==> src/rtl/ooo_dispatch_scoreboard.sv <==
`default_nettype none
// +----------------------------------------------------------------------------+
// | Module  : ooo_dispatch_scoreboard                                          |
// | Brief   : Decode-to-issue stage. Checks source operands against a tagged   |
// |           register scoreboard, allocates a completion-buffer tag and       |
// |           dispatches into one of NUM_FU registered FU channels. Handles    |
// |           serializing instructions, halt and pipeline flush.               |
// | Option  : ISSUE_WB_BYPASS_EN - a same-cycle writeback with a matching tag  |
// |           releases a dependent source operand in the writeback cycle.      |
// | Revision: 1.0 - initial release                                            |
// +----------------------------------------------------------------------------+
module ooo_dispatch_scoreboard #(
  parameter int NUM_FU    = 4,
  parameter int NUM_REGS  = 32,
  parameter int TAG_W     = 3,
  parameter int PAYLOAD_W = 96,
  localparam int REG_W    = $clog2(NUM_REGS)
) (
  input  logic                          clk_i,
  input  logic                          rst_i,
  input  logic                          flush_i,
  input  logic                          in_valid_i,
  output logic                          in_ready_o,
  input  logic [NUM_FU-1:0]             in_fu_sel_i,
  input  logic [REG_W-1:0]              in_rs1_i,
  input  logic [REG_W-1:0]              in_rs2_i,
  input  logic [REG_W-1:0]              in_rd_i,
  input  logic                          in_rs1_used_i,
  input  logic                          in_rs2_used_i,
  input  logic                          in_wen_i,
  input  logic                          in_serialize_i,
  input  logic                          in_halt_i,
  input  logic [PAYLOAD_W-1:0]          in_payload_i,
  input  logic                          cb_alloc_ready_i,
  input  logic [TAG_W-1:0]              cb_alloc_tag_i,
  output logic                          cb_alloc_o,
  input  logic                          cb_empty_i,
  input  logic                          wb_valid_i,
  input  logic [REG_W-1:0]              wb_rd_i,
  input  logic [TAG_W-1:0]              wb_tag_i,
  output logic [NUM_FU-1:0]             out_valid_o,
  input  logic [NUM_FU-1:0]             out_ready_i,
  output logic [NUM_FU*TAG_W-1:0]       out_tag_o,
  output logic [NUM_FU*PAYLOAD_W-1:0]   out_payload_o,
  output logic                          halted_o
);

  typedef enum logic [1:0] {
    ST_RUN   = 2'd0,
    ST_DRAIN = 2'd1,
    ST_HALT  = 2'd2
  } state_e;

  state_e                            state_q, state_d;
  logic [NUM_REGS-1:0]               busy_q, busy_d;
  logic [NUM_REGS-1:0][TAG_W-1:0]    tag_q, tag_d;
  logic [NUM_FU-1:0]                 out_valid_q, out_valid_d;
  logic [NUM_FU-1:0][TAG_W-1:0]      out_tag_q, out_tag_d;
  logic [NUM_FU-1:0][PAYLOAD_W-1:0]  out_payload_q, out_payload_d;

  logic [NUM_REGS-1:0] busy_eff;
  logic                rs1_ok, rs2_ok, chan_ok, drained, state_ok, fire;

  // Busy view used for operand checks; optionally released by a matching writeback
  always_comb begin
    busy_eff = busy_q;
`ifdef ISSUE_WB_BYPASS_EN
    if (wb_valid_i && (tag_q[wb_rd_i] == wb_tag_i)) begin
      busy_eff[wb_rd_i] = 1'b0;
    end
`else
    busy_eff = busy_q;
`endif
  end

  assign rs1_ok  = !in_rs1_used_i || (in_rs1_i == '0) || !busy_eff[in_rs1_i];
  assign rs2_ok  = !in_rs2_used_i || (in_rs2_i == '0) || !busy_eff[in_rs2_i];
  // A full channel still accepts when it is being emptied this same cycle
  assign chan_ok = |(in_fu_sel_i & (~out_valid_q | out_ready_i));
  // Drained looks at registered busy bits only: a serializing op waits one
  // cycle past the last writeback even when the bypass is enabled
  assign drained = ~|busy_q && ~|out_valid_q && cb_empty_i;

  // Gate dispatch by machine state
  always_comb begin
    state_ok = 1'b0;
    case (state_q)
      ST_RUN:   state_ok = !in_serialize_i || drained;
      ST_DRAIN: state_ok = drained;
      default:  state_ok = 1'b0;
    endcase
  end

  assign fire = in_valid_i && !flush_i && rs1_ok && rs2_ok && chan_ok &&
                cb_alloc_ready_i && state_ok;

  assign in_ready_o = fire;
  assign cb_alloc_o = fire;
  assign halted_o   = (state_q == ST_HALT);

  // Next machine state: flush first, then halt, then drain bookkeeping
  always_comb begin
    state_d = state_q;
    if (flush_i) begin
      state_d = ST_RUN;
    end else if (fire && in_halt_i) begin
      state_d = ST_HALT;
    end else begin
      case (state_q)
        ST_RUN:   if (in_valid_i && in_serialize_i && !drained) state_d = ST_DRAIN;
        ST_DRAIN: if (fire) state_d = ST_RUN;
        default:  state_d = state_q;
      endcase
    end
  end

  // Scoreboard update: matching writeback clears, a same-cycle dispatch set wins
  always_comb begin
    busy_d = busy_q;
    tag_d  = tag_q;
    if (flush_i) begin
      busy_d = '0;
    end else begin
      if (wb_valid_i && (tag_q[wb_rd_i] == wb_tag_i)) begin
        busy_d[wb_rd_i] = 1'b0;
      end
      if (fire && in_wen_i && (in_rd_i != '0)) begin
        busy_d[in_rd_i] = 1'b1;
        tag_d[in_rd_i]  = cb_alloc_tag_i;
      end
    end
  end

  // Per-channel output registers: refill on fire, empty on accept, hold otherwise
  always_comb begin
    out_valid_d   = out_valid_q;
    out_tag_d     = out_tag_q;
    out_payload_d = out_payload_q;
    for (int i = 0; i < NUM_FU; i++) begin
      if (flush_i) begin
        out_valid_d[i] = 1'b0;
      end else if (fire && in_fu_sel_i[i]) begin
        out_valid_d[i]   = 1'b1;
        out_tag_d[i]     = cb_alloc_tag_i;
        out_payload_d[i] = in_payload_i;
      end else if (out_ready_i[i]) begin
        out_valid_d[i] = 1'b0;
      end
    end
  end

  // State, scoreboard and channel registers
  always_ff @(posedge clk_i or posedge rst_i) begin
    if (rst_i) begin
      state_q       <= ST_RUN;
      busy_q        <= '0;
      tag_q         <= '0;
      out_valid_q   <= '0;
      out_tag_q     <= '0;
      out_payload_q <= '0;
    end else begin
      state_q       <= state_d;
      busy_q        <= busy_d;
      tag_q         <= tag_d;
      out_valid_q   <= out_valid_d;
      out_tag_q     <= out_tag_d;
      out_payload_q <= out_payload_d;
    end
  end

  assign out_valid_o   = out_valid_q;
  assign out_tag_o     = out_tag_q;
  assign out_payload_o = out_payload_q;

`ifndef SYNTHESIS
  // Channel select must be one-hot whenever an instruction is presented
  always_ff @(posedge clk_i) begin
    if (!rst_i && in_valid_i) begin
      assert ($onehot(in_fu_sel_i))
        else $error("in_fu_sel_i not one-hot: %b", in_fu_sel_i);
    end
  end
`endif

endmodule
`default_nettype wire

==> config.mk <==
export PLATFORM = sky130hd
export DESIGN_NAME = ooo_dispatch_scoreboard
export DESIGN_NICKNAME = d
export VERILOG_FILES = /design/src/rtl/ooo_dispatch_scoreboard.sv
export SDC_FILE = /design/constraint.sdc
export NUM_CORES = 1
export LEC_CHECK = 0
export ABC_AREA = 1
export CELL_PAD_IN_SITES_DETAIL_PLACEMENT = 0
export CELL_PAD_IN_SITES_GLOBAL_PLACEMENT = 1
export CORE_AREA = 2 2 247 249
export DETAILED_ROUTE_END_ITERATION = 16
export DIE_AREA = 0 0 249 251
export HOLD_SLACK_MARGIN = 0.02
export MAX_ROUTING_LAYER = met4
export PLACE_DENSITY = 0.86
export RECOVER_POWER = 25
export SYNTH_ARGS = -nofsm -noshare
export SYNTH_HDL_FRONTEND = slang
export SYNTH_SLANG_ARGS = --single-unit
==> constraint.sdc <==
create_clock -name clk_i -period 19 [get_ports clk_i]
set_clock_uncertainty 0.05 [all_clocks]
set_input_delay 1.9 -clock clk_i [delete_from_list [all_inputs] [get_ports clk_i]]
set_output_delay 1.9 -clock clk_i [all_outputs]
set_load 0.02 [all_outputs]
# Yosys cells after proc, flatten, opt, wreduce, memory -nomap -nowiden
# Index checks and enable logic that the tools add are counted.
dict set report totals {
  in_bits 142
  word_cells 151
  register_bits 530
  out_inout_bits 403
}
dict set report classes {
  eq_ne 5
  magnitude_cmp 6
  bitwise 7
  reduce_logical 52
  mux 35
}
# op n
set op_table {}
lappend op_table {{32-bit 2-to-1 mux} 4}
lappend op_table {{96-bit bitwise mux} 1}
lappend op_table {{32-bit AND} 1}
lappend op_table {{32-bit inverter} 1}
lappend op_table {{32-bit bitwise OR} 1}
lappend op_table {{32-bit OR reduction} 1}
lappend op_table {{5-bit by 6-bit < comparator with 1-bit output, second input constant} 4}
lappend op_table {{1-bit logical AND} 20}
lappend op_table {{1-bit 2-to-1 mux} 16}
lappend op_table {{3-bit binary-select mux with 5-bit select} 1}
lappend op_table {{3-bit demux with 5-bit select} 1}
lappend op_table {{3-bit nonzero test} 4}
lappend op_table {{1-bit binary-select mux with 5-bit select} 2}
lappend op_table {{1-bit demux with 5-bit select} 2}
lappend op_table {{5-bit by 1-bit >= comparator with 1-bit output, second input constant} 2}
lappend op_table {{5-bit zero test} 2}
lappend op_table {{2-bit AND reduction} 5}
lappend op_table {{1-bit zero test} 9}
lappend op_table {{2-bit 2-to-1 mux} 4}
lappend op_table {{4-bit != test, second input constant} 2}
lappend op_table {{4-bit OR reduction} 2}
lappend op_table {{3-bit 2-to-1 mux} 2}
lappend op_table {{1-bit logical OR} 5}
lappend op_table {{5-bit nonzero test} 1}
lappend op_table {{other kinds (12)} 12}

# Depth between registers and ports, before layout
# Gate-level depths: netlist (run 1).
dict set report logic_depth {
  ltp_word 13
  ltp_mapped 18
  ltp_nobuf 15
}

# Worst setup path before layout (run 1)
# OpenSTA, ideal clock, no wires.
dict set report synth_timing {
  path_kind {in2out}
  start {input port in_rs2_i[0]}
  end {output port in_ready_o}
  required_time_ns 17.050
  cell_stages 12
  path_buffers 3
  path_slack_ns 13.984
  t_arrival_ns 3.066
  path_cell_list {buf_2 > buf_4 > o211ai_1 > nand3_1 > nand3_1 > nand2_1 > nand3_1 > nand2_1 > inv_2 > nand2_4 > inv_6 > buf_4}
}
dict set report synth_via {
  elab_chain_cells 8
  word_cells_on_any_way 10
  cone_classes {mux: 2; reduce/logical: 8}
}
# item line_no
set synth_rtl {}
lappend synth_rtl {{start, declared} 26} ;# input logic [REG_W-1:0] in_rs2_i,
lappend synth_rtl {{1-bit binary-select mux with 5-bit select} 77} ;# assign rs2_ok = !in_rs2_used_i || (in_rs2_i == '0) || !busy_eff[in_rs2_i];
lappend synth_rtl {{1-bit 2-to-1 mux (implied by the code)} 77}
lappend synth_rtl {{1-bit zero test} 77}
lappend synth_rtl {{1-bit logical OR (*)} 77}
lappend synth_rtl {{1-bit logical AND (*) (3 in series)} 94} ;# assign fire = in_valid_i && !flush_i && rs1_ok && rs2_ok && chan_ok &&
lappend synth_rtl {{1-bit logical AND (*)} 95} ;# cb_alloc_ready_i && state_ok;
lappend synth_rtl {{end, declared} 23} ;# output logic in_ready_o,
# Every way passes the cells marked *; elsewhere a longest branch is shown, timed or not. The select of a mux whose other input is x is not followed.

==> results of run 1 <==
==> registers in the layout, indices dropped and copies added (netlist names) <==
name           cells
state_q            2
out_valid_o        4
out_tag_o         12
tag_q             96
busy_eff          32
out_payload_o    384
==> through the flow <==
step                setup WS, ns  hold slack, ns
detailed placement         12.24           0.323
global placement           12.22           0.317
CTS                        12.24           0.337
finish                     10.34           0.329
floorplan                   2.24           0.379
global route                8.77           0.350
==> per-layer routing <==
layer | GRT usage | vias up | wire length [µm] | part of all wire
met4 | 0.0857 | 0 | 2700 | 0.035
met1 | 0.316 | 9473 | 32500 | 0.42
met5 | - | - | 0 | 0
met2 | 0.397 | 742 | 36600 | 0.48
met3 | 0.0519 | 140 | 5280 | 0.069
li1 | - | 9024 | - | -
==> area by class of cell <==
cell class / count / area (µm²)
diodes: 2 / 5.00
clock buffers: 75 / 1590
clock inverters: 29 / 432
fillers: 5571 / 30000
inverters: 189 / 716
multi-input cells: 1651 / 7250
flip-flops and latches: 530 / 13300
well taps: 782 / 978
repair buffers: 560 / 5560
==> where the power goes <==
part	leakage [nW]	internal, mW	total [mW]	switching [mW]
Combinational	6.44	0.524	1.24	0.720
Clock	1.00	0.714	1.19	0.476
Sequential	6.94	1.39	1.54	0.147
==> logic make-up (layout without fill, tap and decap cells) <==
family | after synthesis | after routing | share of synthesized area
DFF | 530 | 530 | 0.604
other | 0 | 2 | 0
and+or+nand+nor | 1192 | 1192 | 0.222
AOI/OAI and AO/OA | 459 | 459 | 0.107
buffers and inverters | 322 | 853 | 0.0675
==> synthesized netlist by cell type <==
| master | count |
|---|---|
| clkbuf_1 | 50 |
| o211ai_1 | 2 |
| buf_6 | 5 |
| nand4_1 | 26 |
| inv_6 | 1 |
| nand2_1 | 826 |
| a22oi_1 | 14 |
| nor2_4 | 4 |
| nand3_1 | 179 |
| nand2_4 | 5 |
| o31ai_1 | 3 |
| buf_2 | 25 |
| o21ai_0 | 399 |
| or2_2 | 2 |
| inv_1 | 180 |
| buf_4 | 53 |
| nor3_1 | 17 |
| nor2_1 | 129 |
| nor3b_1 | 1 |
| o21ai_1 | 36 |
| dfrtp_1 | 530 |
| a31oi_1 | 1 |
| nor2_2 | 2 |
| inv_2 | 8 |
| nand2_2 | 1 |
| a21oi_1 | 4 |
==> how the worst max path moves through the flow <==
| stage | start | to | slack, ns | cells after the start |
|---|---|---|---|---|
| global route | rst_i | out_valid_o[3]$_DFFE_PP0P_ | 8.77 | 4 |
| CTS | in_rs2_i[0] | in_ready_o | 12.24 | 14 |
| detailed placement | in_rs2_i[0] | in_ready_o | 12.24 | 14 |
| floorplan | rst_i | busy_eff[0]$_DFF_PP0_ | 2.24 | 1 |
| global placement | in_rs2_i[0] | in_ready_o | 12.22 | 14 |
| finish | rst_i | out_valid_o[3]$_DFFE_PP0P_ | 10.34 | 4 |
==> critical path, cell delays in order <==
cell,delay [ns]
dlygate4sd3_1,0.55
clkinvlp_2,3.17
clkbuf_1,2.51
buf_4,1.01
==> impl_metrics.json, run 1 <==
{
  "r2r_end": "tag_q[34]$_DFFE_PP0P_",
  "syn-num-nets": 2645,
  "whs_endpoint": "tag_q[0]$_DFFE_PP0P_",
  "cts_tree": "yes",
  "cts_sinks": 530,
  "synth_top_area_share": 0.604,
  "wl_per_cell_um": 20.2,
  "place_hpwl_um": 55600,
  "grt_pass1_vias": 18586,
  "area_growth_pct": 35.7,
  "antenna_found_initial": 3,
  "stdcell_count": 3818,
  "start_kind": "input port",
  "layout_min_cycle_time_ns": 8.66,
  "yosysTopAreaCell": "dfrtp_1",
  "powerDensity_nw_per_um2": 133,
  "numCtsBuffers": 56,
  "cts_hold_buf": 0,
  "yosysSeqAreaShare": 0.604,
  "placed_cells": 3712,
  "rows": 90,
  "layout-drive-gt1-share": 0.0445,
  "vias": 19379,
  "layout_common_cells": "826 x nand2_1, 530 x dfrtp_1, 399 x o21ai_0, 360 x clkdlybuf4s50_1, 184 x dlygate4sd3_1",
  "syn_avg_cell_area_um2": 8.77,
  "postLayoutCellArea_um2": 29800,
  "synth-seq-cells": 530,
  "ant_nets": 0,
  "setup_tns_ns": 0,
  "wirelength_um": 77000,
  "die_height_um": 251,
  "ys_top_cells_by_area": "dfrtp_1 60%, nand2_1 14%, o21ai_0 9.1%, nand3_1 4.1%, inv_1 3.1%",
  "cts-root-buf": "clkbuf_16",
  "cts.path.max_buffers": 3,
  "maxSlewHeadroom": -2.84,
  "place_area_um2": 27800,
  "yosysWarnings": 0,
  "finalWeightedCongestion": 0.930,
  "synthCells": 2503,
  "drc": 0,
  "holdCritPathClass": "reg -> reg",
  "holdCritStartpoint": "tag_q[0]$_DFFE_PP0P_",
  "dr.first_iter.drc_count": 1306,
  "design.die.area_um2": 62500,
  "rsz0062_at_grt": "no",
  "vias_per_cell": 5.08,
  "whs_path_depth": 0,
  "drt_first_pass_iters": 5,
  "status": "finished, violations left",
  "grt_max_degree": 132,
  "power_mw": 3.97,
  "clock_latency_ns": 0.64,
  "htree_num_levels": 2,
  "num_io_pins": 545,
  "cts_resized": 0,
  "start_util": 0.367,
  "postCtsSetupBuffers": 0,
  "vdd_drop_max_uv": 83.6,
  "worstSetupPathType": "in -> async",
  "post-route-period-util": 0.456,
  "synth_area_um2": 22000,
  "tightest_slew_ns": 5.73,
  "grt_pass1_wl_um": 117000,
  "mostFrequentLayoutCell": "nand2_1",
  "setup_viol": 0,
  "grt_overflow_total": 0,
  "endpoint_kind": "async pin",
  "fin_util": 0.498,
  "cp_max_fo": 131,
  "finalHoldViolations": 0,
  "clk_pin_slew_ns": 0.06,
  "drv_cap": 3,
  "worstPathRequired_ns": 19.56,
  "timing.rr.start": "busy_eff[19]$_DFF_PP0_",
  "final_max_slew_viol_count": 245,
  "nets": 3130,
  "die_w_um": 249,
  "io_buffers": 544,
  "yosysUniqueCellTypes": 26,
  "r2r_cells": 13,
  "violations": "capacitance limit, slew limit",
  "worstPathArrival_ns": 9.22,
  "core_um2": 59800,
  "fmaxAchievable_mhz": 115,
  "grt_use_total": 0.249,
  "r2r_slack_ns": 15.64,
  "power_leakage_nw": 14.4
}
Power figures use the tool's default switching activity.
==> run 2: changes to the inputs <==
--- a/config.mk
+++ b/config.mk
@@ -8,12 +8,12 @@
 export ABC_AREA = 1
 export CELL_PAD_IN_SITES_DETAIL_PLACEMENT = 0
 export CELL_PAD_IN_SITES_GLOBAL_PLACEMENT = 1
-export CORE_AREA = 2 2 247 249
+export CORE_AREA = 2 2 261 263
 export DETAILED_ROUTE_END_ITERATION = 16
-export DIE_AREA = 0 0 249 251
+export DIE_AREA = 0 0 263 265
 export HOLD_SLACK_MARGIN = 0.02
 export MAX_ROUTING_LAYER = met4
-export PLACE_DENSITY = 0.86
+export PLACE_DENSITY = 0.82
 export RECOVER_POWER = 25
 export SYNTH_ARGS = -nofsm -noshare
 export SYNTH_HDL_FRONTEND = slang
==> constraint.sdc (replaced) <==
create_clock -name clk_i -period 6.95 [get_ports clk_i]
set_clock_uncertainty 0.05 [all_clocks]
set_input_delay 0.695 -clock clk_i [delete_from_list [all_inputs] [get_ports clk_i]]
set_output_delay 0.695 -clock clk_i [all_outputs]
set_load 0.02 [all_outputs]
==> run 2 against run 1 <==
Non-clock buffer count down 1; highest routed layer unchanged; power rose to 2.7 times the previous value; count of clock-buffer cells in the layout rose by 11; first-iteration DRC count up 26%; the run still ends with capacitance limit, slew limit left; design area is essentially flat; die area increased by 12%; combinational power grew to 2.8 times the previous value; register-to-register slack worse by 12 ns; clock power increased to 2.6 times the previous value; utilization fell by 5.2 points; largest power group unchanged; flip-flop and latch count stayed put.
==> impl_metrics.json, run 2 (same netlist as run 1, synthesis figures left out) <==
{
  "slowest_delay_ns": 1.00,
  "power_leakage_nw": 14.0,
  "postLayoutCellArea_um2": 29800,
  "grt_max_degree": 164,
  "num_io_pins": 545,
  "worstSetupPathType": "in -> out",
  "clock_latency_ns": 0.64,
  "wl_met1_um": 32200,
  "holdCritPathClass": "reg -> reg",
  "core_um2": 66800,
  "vdd_drop_max_uv": 248,
  "layout_common_cells": "826 x nand2_1, 543 x clkdlybuf4s50_1, 530 x dfrtp_1, 399 x o21ai_0",
  "largest_register_ffs": 384,
  "endpoint_kind": "output pin",
  "place_hpwl_um": 54500,
  "antenna_found_initial": 16,
  "cts.path.max_buffers": 3,
  "wl_met2_um": 34800,
  "htree_num_levels": 2,
  "stdcell_count": 3919,
  "layout_min_cycle_time_ns": 4.40,
  "dr.first_iter.drc_count": 1642,
  "place_area_um2": 27900,
  "final_max_slew_viol_count": 142,
  "finalHoldViolations": 0,
  "setup_tns_ns": 0,
  "tightest_slew_ns": 2.37,
  "post-route-period-util": 0.633,
  "wl_per_cell_um": 19.5,
  "ant_nets": 0,
  "dr_wl_met3_um": 6330,
  "status": "finished, violations left",
  "grt_pass1_wl_um": 117000,
  "grt_use_total": 0.224,
  "rows": 95,
  "cts-root-buf": "clkbuf_16",
  "drv_cap": 4,
  "nets": 3131,
  "slowest_stage": "clkdlybuf4s50_1",
  "drc": 0,
  "grt_overflow_total": 0,
  "routed.top_layer": "met4",
  "vias_per_cell": 4.82,
  "violations": "capacitance limit, slew limit",
  "die_height_um": 265,
  "cp_max_fo": 24,
  "mostFrequentLayoutCell": "nand2_1",
  "setup_viol": 0,
  "grt_pass1_vias": 18399,
  "cts_hold_buf": 0,
  "crit_top_cell": "nand2_1",
  "fmaxAchievable_mhz": 227,
  "cts_resized": 0,
  "r2r_slack_ns": 3.31,
  "start_util": 0.329,
  "clk_pin_slew_ns": 0.06,
  "area_growth_pct": 35.7,
  "worstPathRequired_ns": 6.20,
  "fin_util": 0.446,
  "rsz0062_at_grt": "no",
  "drt_first_pass_iters": 5,
  "die_w_um": 263,
  "numCtsBuffers": 58,
  "design.die.area_um2": 69700,
  "path_cells": "clkdlybuf4s50_1 -> inv_2 -> nand2_1 -> nand3_1 -> nand2_1 -> nor2_1 -> nor2_1 -> nand2_1 -> nand3_1 -> nand2_1 -> inv_2 -> nand2_4 -> inv_6 -> clkdlybuf4s50_1",
  "io_buffers": 544,
  "postCtsSetupBuffers": 0,
  "finalWeightedCongestion": 0.919,
  "cts_sinks": 530,
  "whs_ns": 0.326,
  "vias": 18898,
  "placed_cells": 3802,
  "maxSlewHeadroom": -0.582,
  "powerDensity_nw_per_um2": 361,
  "layout-drive-gt1-share": 0.0396,
  "worstPathArrival_ns": 3.65,
  "cts_tree": "yes",
  "wirelength_um": 76500,
  "start_kind": "input port"
}
-- run 2: cell count changes in the layout (fill, tap and decap cells not counted), sizes merged --
cell / before / now
clkinvlp: 2 / 4
bufinv: 9 / 2
diode: 2 / 14
buf: 14 / 11
clkbuf: 77 / 90
clkinv: 16 / 10
clkdlybuf4s50: 360 / 543
inv: 191 / 190
dlygate4sd3: 184 / 1
-- run 2: final cells by class --
| type | count | area, µm² |
|---|---|---|
| antenna | 14 | 35.0 |
| inverter | 189 | 716 |
| clock buffer | 86 | 1660 |
| tap | 873 | 1090 |
| sequential | 530 | 13300 |
| timing repair buffer | 559 | 5580 |
| fill | 6672 | 37000 |
| clock inverter | 17 | 211 |
| multi-input combinational | 1651 | 7250 |
-- run 2: layer usage --
metal | vias up | global-route usage
met5 | - | -
met4 | 0 | 0.0922
li1 | 9031 | -
met1 | 9038 | 0.274
met3 | 148 | 0.0693
met2 | 681 | 0.343
-- run 2: worst max-delay path: cells and delay by family --
kind / cells / cell delay, ns
simple gates: 9 / 0.72
buf+inv: 5 / 2.23
-- run 2: power breakdown --
| part | switching [mW] | total [mW] | internal (mW) |
|---|---|---|---|
| Combinational | 1.97 | 3.53 | 1.56 |
| Sequential | 0.384 | 4.19 | 3.81 |
| Clock | 1.31 | 3.04 | 1.73 |
-- run 2: stage by stage --
step	power, mW	setup WS (ns)
3_3_place_gp	7.73	2.31
3_5_place_dp	7.79	2.24
4_1_cts	10.9	2.56
2_1_floorplan	5.78	-0.999
6_report	10.8	2.55
5_1_grt	11.3	2.07
-- run 2: path summary, 6_finish.rpt --
| check | from | to | cells after the start |
|---|---|---|---|
| worst max-delay path | in_rs2_i[0] | cb_alloc_o | 14 |
| worst min-delay path | tag_q[1]$_DFFE_PP0P_ | tag_q[1]$_DFFE_PP0P_ | 0 |
| worst max register to register | busy_eff[20]$_DFF_PP0_ | tag_q[42]$_DFFE_PP0P_ | 13 |
| worst min register to register | tag_q[1]$_DFFE_PP0P_ | tag_q[1]$_DFFE_PP0P_ | 0 |
| max in group asynchronous | rst_i | out_payload_o[222]$_DFFE_PP0P_ | 4 |
| min in group asynchronous | rst_i | out_payload_o[66]$_DFFE_PP0P_ | 2 |
